### src/rtl/jtframe_dma_pkg.sv
// Shared types for the RAM-to-RAM DMA engine: FSM state encoding.
package jtframe_dma_pkg;

  localparam int STATE_W = 2;

  typedef enum logic [STATE_W-1:0] {
    IDLE = 2'd0,
    RD   = 2'd1,
    COPY = 2'd2,
    DONE = 2'd3
  } dma_state_e;

endpackage

### src/rtl/jtframe_dma_cnt.sv
// Loadable word counter for the DMA engine. Load clears the count and
// captures len-1 as the terminal value; tc_o flags the last word. The
// counter never needs to reach len, so AW bits suffice even for the
// largest transfer (2**AW-1 words).
module jtframe_dma_cnt #(
  parameter int AW = 10
) (
  input  logic          clk,
  input  logic          rst_n,
  input  logic          load_i,
  input  logic          inc_i,
  input  logic [AW-1:0] len_i,
  output logic [AW-1:0] cnt_o,
  output logic          tc_o
);

  logic [AW-1:0] cnt_q, cnt_d;
  logic [AW-1:0] last_q, last_d;

  // Next count: load has priority over increment.
  always_comb begin
    cnt_d  = cnt_q;
    last_d = last_q;
    if (load_i) begin
      cnt_d  = '0;
      last_d = len_i - AW'(1);
    end else if (inc_i) begin
      cnt_d = cnt_q + AW'(1);
    end
  end

  // Counter and terminal-value registers.
  always_ff @(posedge clk or negedge rst_n) begin
    if (!rst_n) begin
      cnt_q  <= '0;
      last_q <= '0;
    end else begin
      cnt_q  <= cnt_d;
      last_q <= last_d;
    end
  end

  assign cnt_o = cnt_q;
  assign tc_o  = (cnt_q == last_q);

endmodule

### src/rtl/jtframe_ram_dma.sv
// RAM-to-RAM DMA engine: copies len words from a source RAM (registered
// read, one cen of latency) to a destination RAM, one word per cen edge.
// Optional fill mode (macro JTFRAME_DMA_FILL_EN) writes fill_data instead
// of source data and skips the source read priming state.
//
// state | meaning
// IDLE  | waiting for start on a cen edge
// RD    | priming the source read at src_base
// COPY  | one destination write per cen edge
// DONE  | one-clock completion pulse
module jtframe_ram_dma
  import jtframe_dma_pkg::*;
#(
  parameter int DW = 8,
  parameter int AW = 10
) (
  input  logic          clk,
  input  logic          rst_n,
  input  logic          cen,
  input  logic          start,
  input  logic [AW-1:0] src_base,
  input  logic [AW-1:0] dst_base,
  input  logic [AW-1:0] len,
  input  logic          fill,
  input  logic [DW-1:0] fill_data,
  output logic          busy,
  output logic          done,
  output logic [AW-1:0] src_addr,
  input  logic [DW-1:0] src_q,
  output logic [AW-1:0] dst_addr,
  output logic [DW-1:0] dst_data,
  output logic          dst_we
);

  dma_state_e    state_q, state_d;
  logic [AW-1:0] src_base_q, dst_base_q;
  logic [AW-1:0] cnt;
  logic          tc;
  logic          load;
  logic          inc;
  logic          fill_sel;
  logic          fill_q;

  jtframe_dma_cnt #(.AW(AW)) u_cnt (
    .clk    (clk),
    .rst_n  (rst_n),
    .load_i (load),
    .inc_i  (inc),
    .len_i  (len),
    .cnt_o  (cnt),
    .tc_o   (tc)
  );

`ifdef JTFRAME_DMA_FILL_EN
  assign fill_sel = fill;

  // Fill mode is captured with the other transfer parameters at start.
  always_ff @(posedge clk or negedge rst_n) begin
    if (!rst_n) fill_q <= 1'b0;
    else if (load) fill_q <= fill;
  end

  assign dst_data = fill_q ? fill_data : src_q;
`else
  assign fill_sel = 1'b0;
  assign fill_q   = 1'b0;
  assign dst_data = src_q;

  logic unused_fill;
  assign unused_fill = &{1'b0, fill, fill_data};
`endif

  // Next-state logic; cen gates every transition except leaving DONE.
  always_comb begin
    state_d = state_q;
    load    = 1'b0;
    inc     = 1'b0;
    unique case (state_q)
      IDLE: begin
        if (cen && start) begin
          load = 1'b1;
          if (len == '0)    state_d = DONE;
          else if (fill_sel) state_d = COPY;
          else              state_d = RD;
        end
      end
      RD: begin
        if (cen) state_d = COPY;
      end
      COPY: begin
        if (cen) begin
          if (tc) state_d = DONE;
          else    inc = 1'b1;
        end
      end
      DONE: state_d = IDLE;
      default: state_d = IDLE;
    endcase
  end

  // State register.
  always_ff @(posedge clk or negedge rst_n) begin
    if (!rst_n) state_q <= IDLE;
    else        state_q <= state_d;
  end

  // Base addresses are captured only when a transfer is accepted.
  always_ff @(posedge clk or negedge rst_n) begin
    if (!rst_n) begin
      src_base_q <= '0;
      dst_base_q <= '0;
    end else if (load) begin
      src_base_q <= src_base;
      dst_base_q <= dst_base;
    end
  end

  assign busy     = (state_q == RD) || (state_q == COPY);
  assign done     = (state_q == DONE);
  assign dst_we   = (state_q == COPY);
  assign dst_addr = dst_base_q + cnt;
  // In copy mode the source address runs one word ahead of the write.
  assign src_addr = ((state_q == COPY) && !fill_q) ? (src_base_q + cnt + AW'(1))
                                                   : src_base_q;

endmodule
### config.mk
export PLATFORM = sky130hd
export DESIGN_NAME = jtframe_ram_dma
export DESIGN_NICKNAME = d
export VERILOG_FILES = /design/src/rtl/jtframe_dma_pkg.sv /design/src/rtl/jtframe_dma_cnt.sv /design/src/rtl/jtframe_ram_dma.sv
export SDC_FILE = /design/constraint.sdc
export NUM_CORES = 1
export LEC_CHECK = 0
export ABC_AREA = 1
export ABC_CLOCK_PERIOD_IN_PS = 3300
export CAP_MARGIN = 20
export CORE_ASPECT_RATIO = 1.1
export CORE_MARGIN = 3
export CORE_UTILIZATION = 35
export CTS_CLUSTER_DIAMETER = 120
export DETAILED_ROUTE_END_ITERATION = 8
export PLACE_DENSITY = 0.63
export RECOVER_POWER = 50
export REMOVE_ABC_BUFFERS = 1
export SYNTH_ARGS = -nofsm -noshare
export SYNTH_HDL_FRONTEND = slang
export SYNTH_SLANG_ARGS = --single-unit
### constraint.sdc
create_clock -name clk -period 3.3 [get_ports clk]
set_clock_uncertainty 0.2 [all_clocks]
set_input_delay 0.66 -clock clk [delete_from_list [all_inputs] [get_ports clk]]
set_output_delay 0.66 -clock clk [all_outputs]
set_load 0.03 [all_outputs]
==> impl_metrics.toml, run 1 <==
[run_status]
status = "finished, final reports clean"

[global_route]
grt_pass1_wl_microns = 14000
grt_antenna_before_repair = 0
grt.total_usage = 0.162
grt_max_degree = 43
grt_pass1_vias = 3038
gr-total-overflow = 0

[drt]
vias_per_cell = 4.81
wl_microns = 8080
drt_first_pass_iters = 4
vias = 3023
antenna_left = 0
drtIter0Drc = 164
drc = 0
detail_route.wl_per_cell_microns = 12.8

[place]
port_buffers = 56
dp.final_hpwl_microns = 6240
dp_slack_ns = 0.118
place.gp.congestion = 0.970

[die]
dieArea_sq_um = 10400
start_util = 0.362
die_w_microns = 97.3
ios = 82
core_sq_um = 8870
fp.dieH_microns = 106
row_count = 36

[critical_path]
start_kind = "flop"
reg2reg_depth = 8
crit-reg2reg-launch = "state_q[0]"
arrival_ns = 2.29
cp.required_ns = 2.44
path_max_fanout = 4
cp-end-kind = "output port"
r2r_end = "u_cnt.last_q[4]"
path_class = "flop to output port"
r2r_slack_ns = 0.95

[timing]
hold_viol = 0
rsz0062_at_grt = "no"
setup_violations = 0
fin_ws_ns = 0.153
period_share = 0.954
slew_violations = 0
fin_setup_tns_ns = 0
slew_headroom = 0.485
tightest_slew_ns = 0.773
max_clock_freq_mhz = 318
fin_crit_ns = 3.15

[clocking]
postCtsHoldBufs = 0
numCtsBuffers = 5
cts-root-buf = "clkbuf_8"
htreeDepth = 2
clock_latency_ns = 0.30
cts_tree = "done"
cts_sinks = 42
clockBufferDepth = 2
clk_pin_slew_ns = 0.09

[cells_and_area]
fin_nets = 591
final_common_cell = "nand2_1"
drive_gt1_frac = 0.0738
layout_common_cells = "163 x nand2_1, 48 x inv_1, 41 x dfrtp_1, 38 x clkdlybuf4s50_1, 32 x nor2_1"
area_delta_synth_final_pct = 24.3
insertedDiodeCount = 0

[synth]
syn_inst = 457
netlist_area_sq_um = 3210
synthArstFlopShare = 1.00
yosys-top-cells-area = "dfrtp_1 33%, nand2_1 19%, ha_1 9.4%, inv_1 5.6%, nand3_1 4.8%"
ys_seq_area_frac = 0.328
synth.distinct_cells = 32
synth_top_area_cell = "dfrtp_1"
synth.avg_cell_area_sq_um = 7.02
synth_edf_count = 0
yosys_warnings = 0
synth.top_cell.area_share = 0.328
synth_seq_cells = 42
synth_flop_cell = "dfrtp_1"

[pwr]
power_density_nw_per_um2 = 969
p_leak_nw = 2.10
peakVddDrop_mv = 0.484

[min_path]
holdCritPathClass = "input pin to asynchronous set/reset pin"

[flow_run]
maxCapViolCount = 0
-- where the power goes --
part           internal, mW  switching [mW]  total [mW]
combinational         0.965            1.53        2.50
clock                 0.227           0.187       0.414
sequential            0.748           0.206       0.954
-- per-stage QoR --
step / utilization / hold slack, ns / power [mW] / instances / cell area, sq um
6_report: 0.449 / 0.118 / 3.87 / 629 / 3990
2_1_floorplan: - / 0.164 / 2.64 / 438 / 3090
3_5_place_dp: 0.435 / 0.270 / 3.53 / 620 / 3860
5_1_grt: 0.449 / 0.138 / 4.22 / 629 / 3990
3_3_place_gp: 0.435 / 0.270 / 3.46 / 620 / 3860
4_1_cts: 0.446 / 0.292 / 3.89 / 628 / 3960
-- flip-flops by register name (all words and copies together) (netlist names) --
signal	flops
dst_base_q	10
src_base_q	10
state_q	2
u_cnt.cnt_o	10
u_cnt.last_q	10
-- how the worst max path moves through the flow --
stage | start | endpoint
6_report | src_base_q[2] | src_addr[5]
2_1_floorplan | u_cnt.cnt_o[0] | src_addr[6]
3_5_place_dp | u_cnt.cnt_o[2] | dst_addr[7]
5_1_grt | src_base_q[2] | src_addr[5]
3_3_place_gp | u_cnt.cnt_o[0] | dst_addr[4]
4_1_cts | src_base_q[2] | src_addr[3]
-- worst max-delay path, cell delays in order (launching register included) --
cell and delay [ns]:
dfrtp_1 0.41, ha_1 0.36, a21oi_1 0.20, o21ai_1 0.16, a21oi_1 0.20, xor2_1 0.09, o21ai_0 0.17, clkdlybuf4s15_1 0.39
-- area by class of cell --
class / instances / area [sq um]
clock inverters: 1 / 30.0
inverters: 49 / 184
multi-input cells: 347 / 1870
flip-flops and latches: 42 / 1050
well taps: 114 / 143
repair buffers: 69 / 634
clock buffers: 7 / 76.3
fillers: 921 / 4890
-- metal layers --
metal	vias to the layer above	routed length [microns]	GRT usage
met1	1375	3590	0.194
met4	0	128	0.0485
met3	13	458	0.0459
met2	77	3900	0.283
li1	1558	-	-
met5	-	0	0
-- cell usage after synthesis, types with 2 or more instances --
master	instances
a21o_1	2
a21oi_1	19
buf_2	6
buf_4	9
clkbuf_1	2
dfrtp_1	42
fa_1	2
ha_1	24
inv_1	48
nand2_1	163
nand2_2	3
nand3_1	31
nand4_1	3
nor2_1	32
nor2_4	3
nor3_1	6
o21ai_0	24
o21bai_1	2
xnor2_1	13
xor2_1	11
-- cells by family (layout without fill, tap and decap cells) --
family                     after synthesis  after routing  share of synthesized area
and+or+nand+nor                        244            244                      0.316
buffers and inverters                   68            126                     0.0948
AOI/OAI and AO/OA                       53             53                     0.0901
DFF                                     42             42                      0.328
adders and majority gates               26             26                      0.106
xor gates and xnor gates                24             24                     0.0655
-- what timing repair did --
action | in CTS | in global routing
endpoints found under the setup margin | 11 | 12
gates resized for setup | 11 | 16
buffers inserted | 0 | 0
gates cloned | 0 | 0
pin swaps | 0 | 1
No activity file was read; power rests on OpenSTA's default activity.
==> run 2, diff against run 1 <==
Settings changed: SKIP_CTS_REPAIR_TIMING set to 1.
==> impl_metrics.toml, run 2 (synthesis gave the netlist of run 1 again) <==
[drt]
vias_per_cell = 4.81
detail_route.wl_per_cell_microns = 12.8
wl_microns = 8070
vias = 3026
drc = 0
drtIter0Drc = 165
antenna_left = 0
drt_first_pass_iters = 4

[global_route]
grt_pass1_vias = 3040
grt_max_degree = 43
grt.total_usage = 0.162
grt_pass1_wl_microns = 14000
gr-total-overflow = 0
grt_antenna_before_repair = 0

[die]
core_sq_um = 8870
row_count = 36
start_util = 0.362
die_w_microns = 97.3
fp.dieH_microns = 106
dieArea_sq_um = 10400
ios = 82

[pwr]
power_mw = 3.90
power_density_nw_per_um2 = 972
p_seq_frac = 0.244
clkPwrFrac = 0.106
p_leak_nw = 2.17
peakVddDrop_mv = 0.428
comb_power_share = 0.650
p_int_mw = 1.98
sw_frac_of_total = 0.492
p_switching_mw = 1.92

[timing]
rsz0062_at_grt = "no"
slew_violations = 0
max_clock_freq_mhz = 318
period_share = 0.953
setup_violations = 0
tightest_slew_ns = 0.767
hold_viol = 0
hold_slack_ns = 0.115
slew_headroom = 0.489
fin_crit_ns = 3.15
fin_ws_ns = 0.155

[critical_path]
r2r_end = "u_cnt.last_q[4]"
cp-end-kind = "output port"
cp.required_ns = 2.44
crit-reg2reg-launch = "state_q[0]"
arrival_ns = 2.29
crit_end = "dst_addr[3]"
start_kind = "flop"
r2r_slack_ns = 0.96
crit_start = "u_cnt.cnt_o[2]"
path_class = "flop to output port"
path_max_fanout = 4
reg2reg_depth = 8

[cells_and_area]
final_cells = 629
nFillCells = 919
fin_nets = 591
insertedDiodeCount = 0
layout_common_cells = "163 x nand2_1, 48 x inv_1, 41 x dfrtp_1, 38 x clkdlybuf4s50_1, 32 x nor2_1"
drive_gt1_frac = 0.0718
final_common_cell = "nand2_1"
register_area_sq_um = 1050
area_delta_synth_final_pct = 25.2
multi_input_area_sq_um = 1870

[clocking]
cts_sinks = 42
cts-root-buf = "clkbuf_8"
clk_pin_slew_ns = 0.09
clock_latency_ns = 0.30
cts_tree = "done"
numCtsBuffers = 5
clockBufferDepth = 2
htreeDepth = 2

[place]
placed_cells_incl_taps = 620
place.gp.congestion = 0.970
port_buffers = 56
dp_slack_ns = 0.118
dp.final_hpwl_microns = 6240

[min_path]
holdCritPathClass = "input pin to asynchronous set/reset pin"

[flow_run]
maxCapViolCount = 0

[run_status]
status = "finished, final reports clean"
[run 2: cell count changes in the layout (fill, tap and decap cells not counted)]
cell / change
clkdlybuf4s15_1: -2
dlymetal6s2s_1: +7
clkbuf_2: -1
o21ai_1: -1
o21ai_0: +1
dlygate4sd2_1: -4
[run 2: worst min path at each step]
stage                         end  cells past startpoint  slack (ns)
global placement    dst_base_q[6]                      2        0.27
detailed placement  dst_base_q[3]                      2        0.27
global route        src_base_q[4]                      1        0.14
finish              src_base_q[0]                      1        0.12
CTS                 dst_base_q[3]                      2        0.29
floorplan           dst_base_q[0]                      0        0.16
[run 2: cell type report]
type,instances,share of cell area
Clock buffer,7,0.0190
Sequential cell,42,0.262
Timing Repair Buffer,69,0.165
Inverter,49,0.0458
Multi-Input combinational cell,347,0.465
Tap cell,114,0.0355
Clock inverter,1,0.00748
[run 2: worst max-delay path, cell delays in order (launching register included)]
cell	delay, ns
dfrtp_1	0.42
ha_1	0.35
a21oi_1	0.23
o21ai_2	0.11
xor2_1	0.18
clkdlybuf4s50_1	0.70
[run 2: power groups by stage]
stage	registers, mW	clock network, mW	logic, mW
after detailed placement	0.963	0	2.57
after global routing	0.990	0.448	2.82
final	0.953	0.412	2.54
after global placement	0.956	0	2.51
after floorplan	0.920	0	1.72
after CTS	0.955	0.421	2.58
[run 2: through the flow]
step           TNS, ns  utilization  instance area [sq um]
2_1_floorplan        0            -                   3090
3_3_place_gp         0        0.435                   3860
3_5_place_dp         0        0.435                   3860
4_1_cts          -1.28        0.447                   3970
5_1_grt              0        0.452                   4020
6_report             0        0.452                   4020
[run 2: metal layers]
metal | vias to the layer above | wire length [microns] | GRT usage
li1 | 1559 | - | -
met1 | 1381 | 3510 | 0.194
met2 | 75 | 3980 | 0.283
met3 | 11 | 481 | 0.0459
met4 | 0 | 99 | 0.0485
met5 | - | 0 | 0
==> run 3, diff against run 2 <==
Settings changed: HOLD_SLACK_MARGIN set to 0.06, SETUP_SLACK_MARGIN set to 0.02.
==> impl_metrics.toml, run 3 (synthesis gave the netlist of run 1 again) <==
[die]
ios = 82
dieArea_sq_um = 10400
start_util = 0.362
die_w_microns = 97.3
row_count = 36
core_sq_um = 8870
fp.dieH_microns = 106

[timing]
fin_setup_tns_ns = 0
slew_violations = 0
hold_viol = 0
tightest_slew_ns = 0.871
period_share = 0.954
fin_ws_ns = 0.152
hold_slack_ns = 0.287
slew_headroom = 0.419
max_clock_freq_mhz = 318
setup_violations = 0
fin_crit_ns = 3.15
rsz0062_at_grt = "no"

[critical_path]
cp.required_ns = 2.44
cp-end-kind = "output port"
path_max_fanout = 4
path_class = "flop to output port"
crit_start = "u_cnt.cnt_o[2]"
start_kind = "flop"
crit-reg2reg-launch = "state_q[0]"
arrival_ns = 2.29

[global_route]
gr-total-overflow = 0
grt_pass1_wl_microns = 14000
grt_antenna_before_repair = 0
grt_max_degree = 43
grt.total_usage = 0.162
grt_pass1_vias = 3040

[min_path]
min_from = "dst_base_q[3]"
holdCritPathClass = "flop to flop"

[cells_and_area]
final_cells = 630
area_delta_synth_final_pct = 25.0
utilization = 0.452
drive_gt1_frac = 0.0717
finalInstanceArea_sq_um = 4010
final_common_cell = "nand2_1"
fin_nets = 592
multi_input_area_sq_um = 1870
insertedDiodeCount = 0
nFillCells = 920
layout_common_cells = "163 x nand2_1, 48 x inv_1, 41 x dfrtp_1, 38 x clkdlybuf4s50_1, 32 x nor2_1"
register_area_sq_um = 1050

[place]
place.gp.congestion = 0.970
placed_cells_incl_taps = 620
dp.final_hpwl_microns = 6240
port_buffers = 56
dp_slack_ns = 0.118
place_area_sq_um = 3860

[clocking]
htreeDepth = 2
clk_pin_slew_ns = 0.09
numCtsBuffers = 5
cts_sinks = 42
cts-root-buf = "clkbuf_8"
cts_tree = "done"
clockBufferDepth = 2
clock_latency_ns = 0.30

[pwr]
p_leak_nw = 2.17
power_mw = 3.90
power_density_nw_per_um2 = 974
peakVddDrop_mv = 0.428

[drt]
met2WireLength_microns = 3880
antenna_left = 0
wl_met1_microns = 3590
detail_route.wl_per_cell_microns = 12.9
met3WireLength_microns = 508
drt_first_pass_iters = 4
drc = 0
vias_per_cell = 4.82
vias = 3034
wl_microns = 8100
highest_layer = "met4"
drtIter0Drc = 151

[flow_run]
maxCapViolCount = 0

[run_status]
status = "finished, final reports clean"
==> run 3: cell types whose count changed in the layout (fill, tap and decap cells not counted), sizes merged <==
cell and delta:
buf -1, dlygate4sd3 +1, clkbuf +1
==> run 3: worst max-delay path: stages, from the launching register on <==
cell and delay, ns:
dfrtp_1 0.42, ha_1 0.34, a21oi_1 0.23, o21ai_2 0.11, xor2_1 0.19, clkdlybuf4s50_1 0.71
==> run 3: layer usage <==
layer	GRT usage	vias up
met3	0.0459	13
met1	0.194	1376
met5	0	-
met2	0.283	83
li1	-	1562
met4	0.0485	0
==> run 3: layout make-up <==
| cell class | instances | area share |
|---|---|---|
| repair buffers | 70 | 0.164 |
| multi-input cells | 347 | 0.466 |
| clock inverters | 1 | 0.00749 |
| well taps | 114 | 0.0356 |
| inverters | 49 | 0.0459 |
| flip-flops and latches | 42 | 0.262 |
| clock buffers | 7 | 0.0190 |
==> run 3: final timing paths <==
kind                              endpoint  slack [ns]  cells past startpoint
max                            dst_addr[3]        0.15                      5
min                          dst_base_q[3]        0.29                      2
max reg2reg                u_cnt.last_q[4]        0.96                      8
min reg2reg                  dst_base_q[3]        0.29                      2
max in group asynchronous   u_cnt.cnt_o[0]        1.02                      3
min in group asynchronous    src_base_q[0]        0.62                      2
==> run 3: where the power goes <==
group          total (mW)  internal (mW)  leakage, nW  switching [mW]
sequential          0.954          0.748        0.528           0.206
combinational        2.54           1.00         1.59            1.53
clock               0.413          0.227       0.0524           0.186
total                3.90           1.98         2.17            1.93
